==> src/rtl/mem_pkg.sv <==
// mem_pkg: default widths, issue FSM states and the request entry type
// shared by the memory request queue.
package mem_pkg;

    localparam int ADDR_WIDTH = 8;
    localparam int DATA_WIDTH = 16;
    localparam int TAG_WIDTH  = 4;

    typedef enum logic {IDLE, ISSUE} state_t;

    typedef struct packed {
        logic                  wr;
        logic [ADDR_WIDTH-1:0] addr;
        logic [DATA_WIDTH-1:0] wdata;
        logic [TAG_WIDTH-1:0]  tag;
    } req_t;

endpackage

==> src/rtl/mem_req_fifo.sv <==
// mem_req_fifo: generic circular-buffer FIFO; exposes the head and the entry
// behind it so the consumer can chain issues without a bubble.
module mem_req_fifo #(
    parameter int W     = 8,
    parameter int DEPTH = 8
) (
    input  logic                     clk_i,
    input  logic                     rst_i,
    input  logic                     push_i,
    input  logic [W-1:0]             wdata_i,
    input  logic                     pop_i,
    output logic [W-1:0]             rdata_o,
    output logic [W-1:0]             rdata_nxt_o,
    output logic                     full_o,
    output logic                     empty_o,
    output logic [$clog2(DEPTH):0]   count_o
);
    localparam int AW = $clog2(DEPTH);
    localparam int CW = AW + 1;

    logic [W-1:0]  mem_q [DEPTH];
    logic [AW-1:0] wr_ptr_q, wr_ptr_d, rd_ptr_q, rd_ptr_d, rd_nxt;
    logic [CW-1:0] count_q, count_d;
    logic          do_push, do_pop;

    assign full_o      = count_q == CW'(DEPTH);
    assign empty_o     = count_q == '0;
    assign do_push     = push_i & ~full_o;
    assign do_pop      = pop_i & ~empty_o;
    assign rd_nxt      = rd_ptr_q + AW'(1);
    assign rdata_o     = mem_q[rd_ptr_q];
    assign rdata_nxt_o = mem_q[rd_nxt];
    assign count_o     = count_q;

    // Pointers wrap naturally because DEPTH is a power of two.
    always_comb begin
        wr_ptr_d = wr_ptr_q + AW'(do_push);
        rd_ptr_d = rd_ptr_q + AW'(do_pop);
        count_d  = count_q + CW'(do_push) - CW'(do_pop);
    end

    always_ff @(posedge clk_i or negedge rst_i) begin
        if (!rst_i) begin
            wr_ptr_q <= '0;
            rd_ptr_q <= '0;
            count_q  <= '0;
        end else begin
            wr_ptr_q <= wr_ptr_d;
            rd_ptr_q <= rd_ptr_d;
            count_q  <= count_d;
        end
    end

    always_ff @(posedge clk_i) begin
        if (do_push) mem_q[wr_ptr_q] <= wdata_i;
    end

endmodule

==> src/rtl/mem_req_queue.sv <==
// mem_req_queue: buffers memory requests and issues them on a valid/ready port,
// returning tagged read data. Define MEM_REQ_QUEUE_STATS_EN for handshake counters.
module mem_req_queue #(
    parameter int ADDR_WIDTH = mem_pkg::ADDR_WIDTH,
    parameter int DATA_WIDTH = mem_pkg::DATA_WIDTH,
    parameter int DEPTH      = 8,
    parameter int TAG_WIDTH  = mem_pkg::TAG_WIDTH
) (
    input  logic                     clk_i,
    input  logic                     rst_i,
    input  logic                     req_valid_i,
    output logic                     req_ready_o,
    input  logic                     req_wr_i,
    input  logic [ADDR_WIDTH-1:0]    req_addr_i,
    input  logic [DATA_WIDTH-1:0]    req_wdata_i,
    input  logic [TAG_WIDTH-1:0]     req_tag_i,
    output logic                     mem_valid_o,
    output logic                     mem_wr_rd_en_o,
    output logic [ADDR_WIDTH-1:0]    mem_addr_o,
    output logic [DATA_WIDTH-1:0]    mem_wdata_o,
    input  logic                     mem_ready_i,
    input  logic [DATA_WIDTH-1:0]    mem_rdata_i,
    output logic                     rsp_valid_o,
    output logic [DATA_WIDTH-1:0]    rsp_rdata_o,
    output logic [TAG_WIDTH-1:0]     rsp_tag_o,
    output logic [$clog2(DEPTH):0]   count_o
`ifdef MEM_REQ_QUEUE_STATS_EN
    ,
    output logic [31:0]              wr_cnt_o,
    output logic [31:0]              rd_cnt_o,
    output logic                     ovf_o
`endif
);
    import mem_pkg::*;

    localparam int CW = $clog2(DEPTH) + 1;

    req_t                  push_data, head, nxt, src;
    logic                  full, empty, hs, load;
    logic [CW-1:0]         count;
    state_t                state_q, state_d;
    logic                  mem_valid_q, mem_valid_d, mem_wr_q, mem_wr_d;
    logic [ADDR_WIDTH-1:0] mem_addr_q, mem_addr_d;
    logic [DATA_WIDTH-1:0] mem_wdata_q, mem_wdata_d;
    logic [TAG_WIDTH-1:0]  mem_tag_q, mem_tag_d;
    logic                  rsp_valid_q, rsp_valid_d;
    logic [DATA_WIDTH-1:0] rsp_rdata_q, rsp_rdata_d;
    logic [TAG_WIDTH-1:0]  rsp_tag_q, rsp_tag_d;

    assign push_data = '{wr: req_wr_i, addr: req_addr_i, wdata: req_wdata_i, tag: req_tag_i};

    mem_req_fifo #(.W($bits(req_t)), .DEPTH(DEPTH)) u_fifo (
        .clk_i       (clk_i),
        .rst_i       (rst_i),
        .push_i      (req_valid_i & req_ready_o),
        .wdata_i     (push_data),
        .pop_i       (hs),
        .rdata_o     (head),
        .rdata_nxt_o (nxt),
        .full_o      (full),
        .empty_o     (empty),
        .count_o     (count)
    );

    // The issuing entry stays in the FIFO until its handshake; chaining takes the one behind it.
    assign hs   = mem_valid_q & mem_ready_i;
    assign load = (state_q == IDLE) ? !empty : hs && count > CW'(1);
    assign src  = (state_q == IDLE) ? head : nxt;

    always_comb begin
        state_d     = load ? ISSUE : hs ? IDLE : state_q;
        mem_valid_d = load | (mem_valid_q & ~hs);
        mem_wr_d    = load ? src.wr : mem_wr_q;
        mem_addr_d  = load ? src.addr : mem_addr_q;
        mem_wdata_d = load ? src.wdata : mem_wdata_q;
        mem_tag_d   = load ? src.tag : mem_tag_q;
        rsp_valid_d = hs & ~mem_wr_q;
        rsp_rdata_d = rsp_valid_d ? mem_rdata_i : rsp_rdata_q;
        rsp_tag_d   = rsp_valid_d ? mem_tag_q : rsp_tag_q;
    end

    always_ff @(posedge clk_i or negedge rst_i) begin
        if (!rst_i) begin
            state_q     <= IDLE;
            mem_valid_q <= 1'b0;
            mem_wr_q    <= 1'b0;
            mem_addr_q  <= '0;
            mem_wdata_q <= '0;
            mem_tag_q   <= '0;
            rsp_valid_q <= 1'b0;
            rsp_rdata_q <= '0;
            rsp_tag_q   <= '0;
        end else begin
            state_q     <= state_d;
            mem_valid_q <= mem_valid_d;
            mem_wr_q    <= mem_wr_d;
            mem_addr_q  <= mem_addr_d;
            mem_wdata_q <= mem_wdata_d;
            mem_tag_q   <= mem_tag_d;
            rsp_valid_q <= rsp_valid_d;
            rsp_rdata_q <= rsp_rdata_d;
            rsp_tag_q   <= rsp_tag_d;
        end
    end

    assign req_ready_o    = ~full;
    assign mem_valid_o    = mem_valid_q;
    assign mem_wr_rd_en_o = mem_wr_q;
    assign mem_addr_o     = mem_addr_q;
    assign mem_wdata_o    = mem_wdata_q;
    assign rsp_valid_o    = rsp_valid_q;
    assign rsp_rdata_o    = rsp_rdata_q;
    assign rsp_tag_o      = rsp_tag_q;
    assign count_o        = count;

`ifdef MEM_REQ_QUEUE_STATS_EN
    logic [31:0] wr_cnt_q, wr_cnt_d, rd_cnt_q, rd_cnt_d;
    logic        ovf_q, ovf_d;

    always_comb begin
        wr_cnt_d = wr_cnt_q + 32'(hs & mem_wr_q);
        rd_cnt_d = rd_cnt_q + 32'(hs & ~mem_wr_q);
        ovf_d    = ovf_q | (req_valid_i & full);
    end

    always_ff @(posedge clk_i or negedge rst_i) begin
        if (!rst_i) begin
            wr_cnt_q <= '0;
            rd_cnt_q <= '0;
            ovf_q    <= 1'b0;
        end else begin
            wr_cnt_q <= wr_cnt_d;
            rd_cnt_q <= rd_cnt_d;
            ovf_q    <= ovf_d;
        end
    end

    assign wr_cnt_o = wr_cnt_q;
    assign rd_cnt_o = rd_cnt_q;
    assign ovf_o    = ovf_q;
`endif

endmodule
==> config.mk <==
export PLATFORM = sky130hd
export DESIGN_NAME = mem_req_queue
export DESIGN_NICKNAME = d
export VERILOG_FILES = /design/src/rtl/mem_pkg.sv /design/src/rtl/mem_req_fifo.sv /design/src/rtl/mem_req_queue.sv
export SDC_FILE = /design/constraint.sdc
export NUM_CORES = 1
export LEC_CHECK = 0
export BUFFER_PORTS_ARGS = -buffer_cell sky130_fd_sc_hd__buf_4
export CAP_MARGIN = 20
export CELL_PAD_IN_SITES_DETAIL_PLACEMENT = 1
export CELL_PAD_IN_SITES_GLOBAL_PLACEMENT = 2
export CORE_MARGIN = 8
export CORE_UTILIZATION = 42
export CTS_CLUSTER_SIZE = 40
export DETAILED_ROUTE_END_ITERATION = 10
export GPL_ROUTABILITY_DRIVEN = 0
export PLACE_DENSITY_LB_ADDON = 0.1
export RECOVER_POWER = 25
export REMOVE_ABC_BUFFERS = 1
export SETUP_SLACK_MARGIN = 0.15
export SYNTH_ARGS = -nofsm -noshare
export SYNTH_HDL_FRONTEND = slang
export SYNTH_SLANG_ARGS = --single-unit
export TNS_END_PERCENT = 20
==> constraint.sdc <==
create_clock -name clk_i -period 3.25 [get_ports clk_i]
set_clock_uncertainty 0.15 [all_clocks]
set_input_delay 0.1625 -clock clk_i [delete_from_list [all_inputs] [get_ports clk_i]]
set_output_delay 0.1625 -clock clk_i [all_outputs]
set_load 0.1 [all_outputs]
==> results of run 1 <==
-- final cells by class --
cell class / instances / area, sq um / area share
flip-flops and latches: 294 / 8520 / 0.535
multi-input cells: 337 / 4310 / 0.271
repair buffers: 174 / 1460 / 0.0919
clock buffers: 42 / 912 / 0.0573
well taps: 396 / 495 / 0.0311
clock inverters: 20 / 178 / 0.0112
inverters: 11 / 41.3 / 0.00259
-- power groups by stage --
| stage | sequential [uW] | combinational (uW) | clock (uW) |
|---|---|---|---|
| after floorplan | 7820 | 3840 | 0 |
| after global placement | 5440 | 8590 | 0 |
| after detailed placement | 5500 | 8730 | 0 |
| after CTS | 5440 | 8810 | 3820 |
| after global routing | 5520 | 9210 | 3950 |
| final | 5430 | 8660 | 3700 |
-- logic make-up after synthesis --
| group | after synthesis |
|---|---|
| AO/OA/AOI/OAI | 64 |
| XOR/XNOR | 5 |
| adder cells (fa/ha/maj) | 12 |
| buffers and inverters | 59 |
| flip-flops | 294 |
| multiplexers | 145 |
| AND/OR/NAND/NOR | 111 |
-- flip-flops by register name, summed over array words and instances, names as in the netlist --
| signal | flops |
|---|---|
| u_fifo.rd_ptr_q | 3 |
| u_fifo.count_o | 4 |
| mem_wdata_o | 16 |
| mem_valid_o | 1 |
| rsp_valid_o | 1 |
| u_fifo.mem_q | 232 |
| state_q | 1 |
| rsp_rdata_o | 16 |
| rsp_tag_o | 4 |
| mem_addr_o | 8 |
| u_fifo.wr_ptr_q | 3 |
| mem_wr_rd_en_o | 1 |
| mem_tag_q | 4 |
-- final timing paths --
path                               startpoint                 end  cells past startpoint
setup / recovery           u_fifo.rd_ptr_q[0]      mem_wdata_o[6]                      5
hold / removal                          rst_i     rsp_rdata_o[14]                      2
setup reg to reg           u_fifo.rd_ptr_q[0]      mem_wdata_o[6]                      5
hold reg to reg                  mem_tag_q[0]        rsp_tag_o[0]                      2
max in group asynchronous               rst_i  u_fifo.rd_ptr_q[0]                      2
min in group clk_i             mem_rdata_i[1]      rsp_rdata_o[1]                      4
-- cells in the final DEF, fill, tap and decap left out, types with 2 or more instances in the layout --
cell type / netlist / routed
edfxtp_1: 232 / 232
buf_4: 0 / 97
nand2_1: 62 / 62
mux4_2: 62 / 62
dfrtp_1: 62 / 60
mux4_1: 54 / 54
dlygate4sd3_1: 0 / 48
clkbuf_16: 0 / 35
a21oi_1: 31 / 31
mux2_2: 29 / 29
a222oi_1: 29 / 29
nor2_1: 36 / 29
clkbuf_1: 23 / 26
inv_1: 11 / 11
ha_1: 11 / 10
buf_12: 0 / 9
nor2_2: 0 / 7
clkinv_1: 0 / 7
clkinv_2: 0 / 7
xor2_1: 3 / 3
nand2b_1: 3 / 3
bufinv_16: 0 / 3
nand3_1: 2 / 2
and2_1: 2 / 2
a21o_1: 2 / 2
xnor2_1: 2 / 2
nand3b_1: 2 / 2
nor3_2: 0 / 2
inv_6: 0 / 2
-- per-stage QoR --
stage	cell area, sq um	hold slack, ns
2_1_floorplan	12800	-0.283
3_3_place_gp	14400	0.208
5_1_grt	15900	0.243
3_5_place_dp	14400	0.213
6_report	15900	0.229
4_1_cts	16000	0.227
-- what timing repair did --
item                                    in CTS  in global routing
endpoints found under the setup margin       0                  0
hold buffers                                48                  0
hold endpoints to repair                   314                  0
-- layer usage --
layer / vias to the layer above / share of wire
met1: 3805 / 0.44
met3: 40 / 0.059
met4: 0 / 0.015
met5: - / 0
met2: 194 / 0.49
li1: 3223 / -
-- worst max-delay path, stage by stage, from the launching register on --
cell and delay, ns:
dfrtp_4 0.64, ha_4 0.57, mux4_2 0.55, a222oi_1 0.45, buf_4 0.21, a21oi_1 0.06
==> metrics, run 1 <==
setup TNS=0 ns; max_cap viols=0; Syn Inst Count=690; share of cells above drive strength 1=0.296; Sinks on Clock Net=294; GR peak layer=met2; CP Capture Type=flip-flop; Slew headroom=0.220; Sequential Power Share=0.305; HPWL after DPL=18.6 mm; share of total power in combinational logic=0.487; Antenna Cells=0; vias per cell=5.70; Worst Path Required=3.45 ns; crit path max fanout=24; # IOs=101; H-tree level count=2; Layout area overhead=21.8%; largest net degree at the start of global routing=63; #FFs+latches synth=294; startpoint types=flip-flop; initial core utilization=0.427; Post-Syn Area=13,100 sq um; post-CTS resize count=0; crit path DAT=2.99 ns; Adder-Cell Fraction of Synth Area=0.0121; grt ovf=0; Worst-Margin Slew=1.17 ns; maximum clock rate=357 MHz; WS Path Type=reg2reg; worst setup margin=0.452 ns; Fin. Hold Viols=0; Main synth FF type=edfxtp_1; Post-synth top cells=232 x edfxtp_1, 62 x dfrtp_1, 62 x mux4_2, 62 x nand2_1, 54 x mux4_1; Final Util=0.521; met3 usage=0.0314; Synth area leader=edfxtp_1; pre-CTS WS=0.483 ns; cts bufs inserted=35; number of remaining DRC errors=0; # rows=64; TritonCTS clock tree=built; die width=192 um; post-synth top area share=0.533; Final nets=914; clk slew on worst S/H paths=0.06 ns; final worst path period share=0.861; GRT Total Usage=0.174; P_sw=7190 uW; Final ANT Viol Nets=0; count leader, synth=edfxtp_1; count of different cell masters after synthesis=28; die area=37,000 sq um; via count=7,262; mux cell area share after synthesis=0.240; largest cells by area after synthesis=edfxtp_1 53%, dfrtp_1 12%, mux4_1 11%; Internal Power=10,600 uW; setup bufs post-CTS=0; switching part of the total=0.404; initial antenna violation count=0; Clock power frac=0.208; M2 GR Usage=0.293; WL per Instance=25.0 um; drt pass-1 iters=7; compound-cell area share of the yosys netlist=0.0362; Peak VDD IR=0.685 mV; post-route insts no fill=1,274; WL final=31.8 mm; r2r setup slk=0.45 ns; fillers=2,787; placed insts=1,164; Pwr per Cell Area=1120 nW/um^2; combinational family with the most area after synthesis=multiplexers; final setup violating endpoints=0; Synth Warn #=0; first-pass GRT wire length=48.7 mm; min Tclk post-route=2.80 ns; Leakage=0.00579 uW; unrepaired setup endpoints after global routing=no; Global Route met1 Usage=0.232; core footprint=30,600 sq um; EDFF count, synth=232; Mapped Avg Cell Area=19.0 sq um; clk_lat worst skew=0.50 ns; CTS Buffer Depth=3; hold crit path type=in2async; simple-gate share of the synthesized area=0.0342; xor and xnor area share after synthesis=0.00335; register area share after synthesis=0.651; CTS root buffer=clkbuf_16; vias in the first global route=7,980; overall power=17,800 uW; ys async rst share=0.211; Max Slew Vio Count=0; DRT iter0 DRCs=505; status=completed; die height=192 um; port bufs=100
Power figures use the tool's default switching activity.
==> run 2: changes to the inputs <==
Settings changed: CORE_UTILIZATION 42 to 46.
Clock period 3.25 ns to 2.9 ns, I/O delays scaled along.
==> run 2 against run 1 <==
Effect of this change:
- first-iteration DRC count shrank 2.6%
- sequential cell count stayed put
- die area shrank 8.0%
- worst setup slack lost 0.15 ns
- via count is 1.8% higher
- hold slack worse by 0.097 ns
- clock-buffer cell count is 3 lower
- utilization increased by 5.1 points
- sequential share of layout area about the same
- final cell count decreased by 1.6%
- critical path type unchanged
- largest cell class unchanged
- largest power group unchanged
==> metrics, run 2 (same netlist as run 1, synthesis figures left out) <==
crit path max fanout=25 (was 24); sequential cell area=8520 sq um (unchanged); Leakage=0.00576 uW (was 0.00579 uW); core footprint=27,900 sq um (was 30,600 sq um); share of cells above drive strength 1=0.293 (was 0.296); min Tclk post-route=2.59 ns (was 2.80 ns); grt ovf=0 (unchanged); # IOs=101 (unchanged); Antenna Cells=0 (unchanged); initial antenna violation count=0 (unchanged); post-CTS resize count=0 (unchanged); Final nets=913 (was 914); first-pass GRT wire length=48.3 mm (was 48.7 mm); M2 GR Usage=0.328 (was 0.293); Sinks on Clock Net=294 (unchanged); initial core utilization=0.469 (was 0.427); hold crit path type=in2async (unchanged); Layout area overhead=21.8% (about the same); drt pass-1 iters=7 (unchanged); CTS Buffer Depth=3 (unchanged); final worst path period share=0.894 (was 0.861); startpoint types=flip-flop (unchanged); max_cap viols=0 (unchanged); CTS root buffer=clkbuf_16 (unchanged); Max Slew Vio Count=0 (unchanged); clk slew on worst S/H paths=0.06 ns (about the same); maximum clock rate=386 MHz (was 357 MHz); Final Cell Area=15,900 sq um (about the same); post-route insts no fill=1,253 (was 1,274); final setup violating endpoints=0 (unchanged); vias per cell=5.90 (was 5.70); r2r setup slk=0.31 ns (was 0.45 ns); # rows=61 (was 64); WS Path Type=reg2reg (unchanged); overall power=19,700 uW (was 17,800 uW); Worst Path Required=3.15 ns (was 3.45 ns); fillers=2,456 (was 2,787); Pwr per Cell Area=1240 nW/um^2 (was 1120 nW/um^2); Final ANT Viol Nets=0 (unchanged); Fin. Hold Viols=0 (unchanged); max reg flops=232 (unchanged); die width=185 um (was 192 um); Peak VDD IR=0.789 mV (was 0.685 mV); CP Capture Type=flip-flop (unchanged); status=completed (unchanged); die height=185 um (was 192 um); WL per Instance=25.2 um (was 25.0 um); crit path DAT=2.85 ns (was 2.99 ns); via count=7,390 (was 7,262); H-tree level count=1 (was 2); port bufs=100 (unchanged); met3 usage=0.0262 (was 0.0314); cts bufs inserted=31 (was 35); vias in the first global route=8,150 (was 7,980); Worst-Margin Slew=0.996 ns (was 1.17 ns); DRT iter0 DRCs=492 (was 505); GR peak layer=met2 (unchanged); cts hold-fix bufs=48 (unchanged); most frequent cells in the layout=232 x edfxtp_1, 90 x buf_4, 62 x nand2_1, 62 x mux4_2, 60 x dfrtp_1 (was 232 x edfxtp_1, 97 x buf_4, 62 x nand2_1, 62 x mux4_2, 60 x dfrtp_1); largest net degree at the start of global routing=63 (unchanged); placed insts=1,149 (was 1,164); Global Route met1 Usage=0.243 (was 0.232); unrepaired setup endpoints after global routing=no (unchanged); Area after DPL=14,600 sq um (was 14,400 sq um); commonest non-fill, non-tap cell in the layout=edfxtp_1 (unchanged); die area=34,100 sq um (was 37,000 sq um); GRT Total Usage=0.186 (was 0.174); setup TNS=0 ns (unchanged); Largest Register=u_fifo.mem_q (unchanged); setup bufs post-CTS=0 (unchanged); TritonCTS clock tree=built (unchanged); Slew headroom=0.336 (was 0.220); clk_lat worst skew=0.55 ns (was 0.50 ns); HPWL after DPL=18.2 mm (was 18.6 mm); multi-input logic area=4340 sq um (was 4310 sq um); WL final=31.6 mm (was 31.8 mm); number of remaining DRC errors=0 (unchanged)
run 2: cell type report:
| type | instances | share of cell area |
|---|---|---|
| Sequential cell | 294 | 0.535 |
| Tap cell | 378 | 0.0297 |
| Timing Repair Buffer | 177 | 0.100 |
| Clock inverter | 17 | 0.00817 |
| Inverter | 11 | 0.00259 |
| Clock buffer | 39 | 0.0512 |
| Multi-Input combinational cell | 337 | 0.273 |
run 2: stage by stage:
step | hold slack [ns] | setup slack (ns) | utilization
global route | 0.201 | 0.165 | 0.572
detailed placement | 0.195 | 0.302 | 0.523
global placement | 0.188 | 0.372 | 0.523
CTS | 0.169 | 0.279 | 0.574
floorplan | -0.301 | -3.91 | -
finish | 0.132 | 0.306 | 0.572
run 2: path summary, 6_finish.rpt:
path / start / end / cells after the start
worst max-delay path: u_fifo.rd_ptr_q[0] / mem_tag_q[2] / 6
worst min-delay path: rst_i / rsp_rdata_o[7] / 2
worst max register to register: u_fifo.rd_ptr_q[0] / mem_tag_q[2] / 6
worst min register to register: mem_tag_q[0] / rsp_tag_o[0] / 2
max in group asynchronous: rst_i / u_fifo.rd_ptr_q[0] / 2
min in group clk_i: mem_rdata_i[5] / rsp_rdata_o[5] / 4
run 2: where the power goes:
group	total [uW]	switching, uW	leakage, uW	internal (uW)
logic	9970	5990	0.00247	3980
clock network	3700	1550	0.000467	2150
registers	6000	490	0.00283	5510
run 2: per-layer routing:
layer	wire, um	share of wire	vias to the layer above
met5	0	0	-
met4	422	0.013	0
met3	1690	0.053	37
met2	16100	0.51	198
met1	13400	0.42	3946
li1	-	-	3209
run 2: worst max-delay path, stage by stage (launching register included):
cell and delay [ns]:
dfrtp_4 0.47, buf_12 0.22, buf_4 0.27, mux4_1 0.58, mux2_2 0.28, a222oi_1 0.35, a21oi_1 0.12
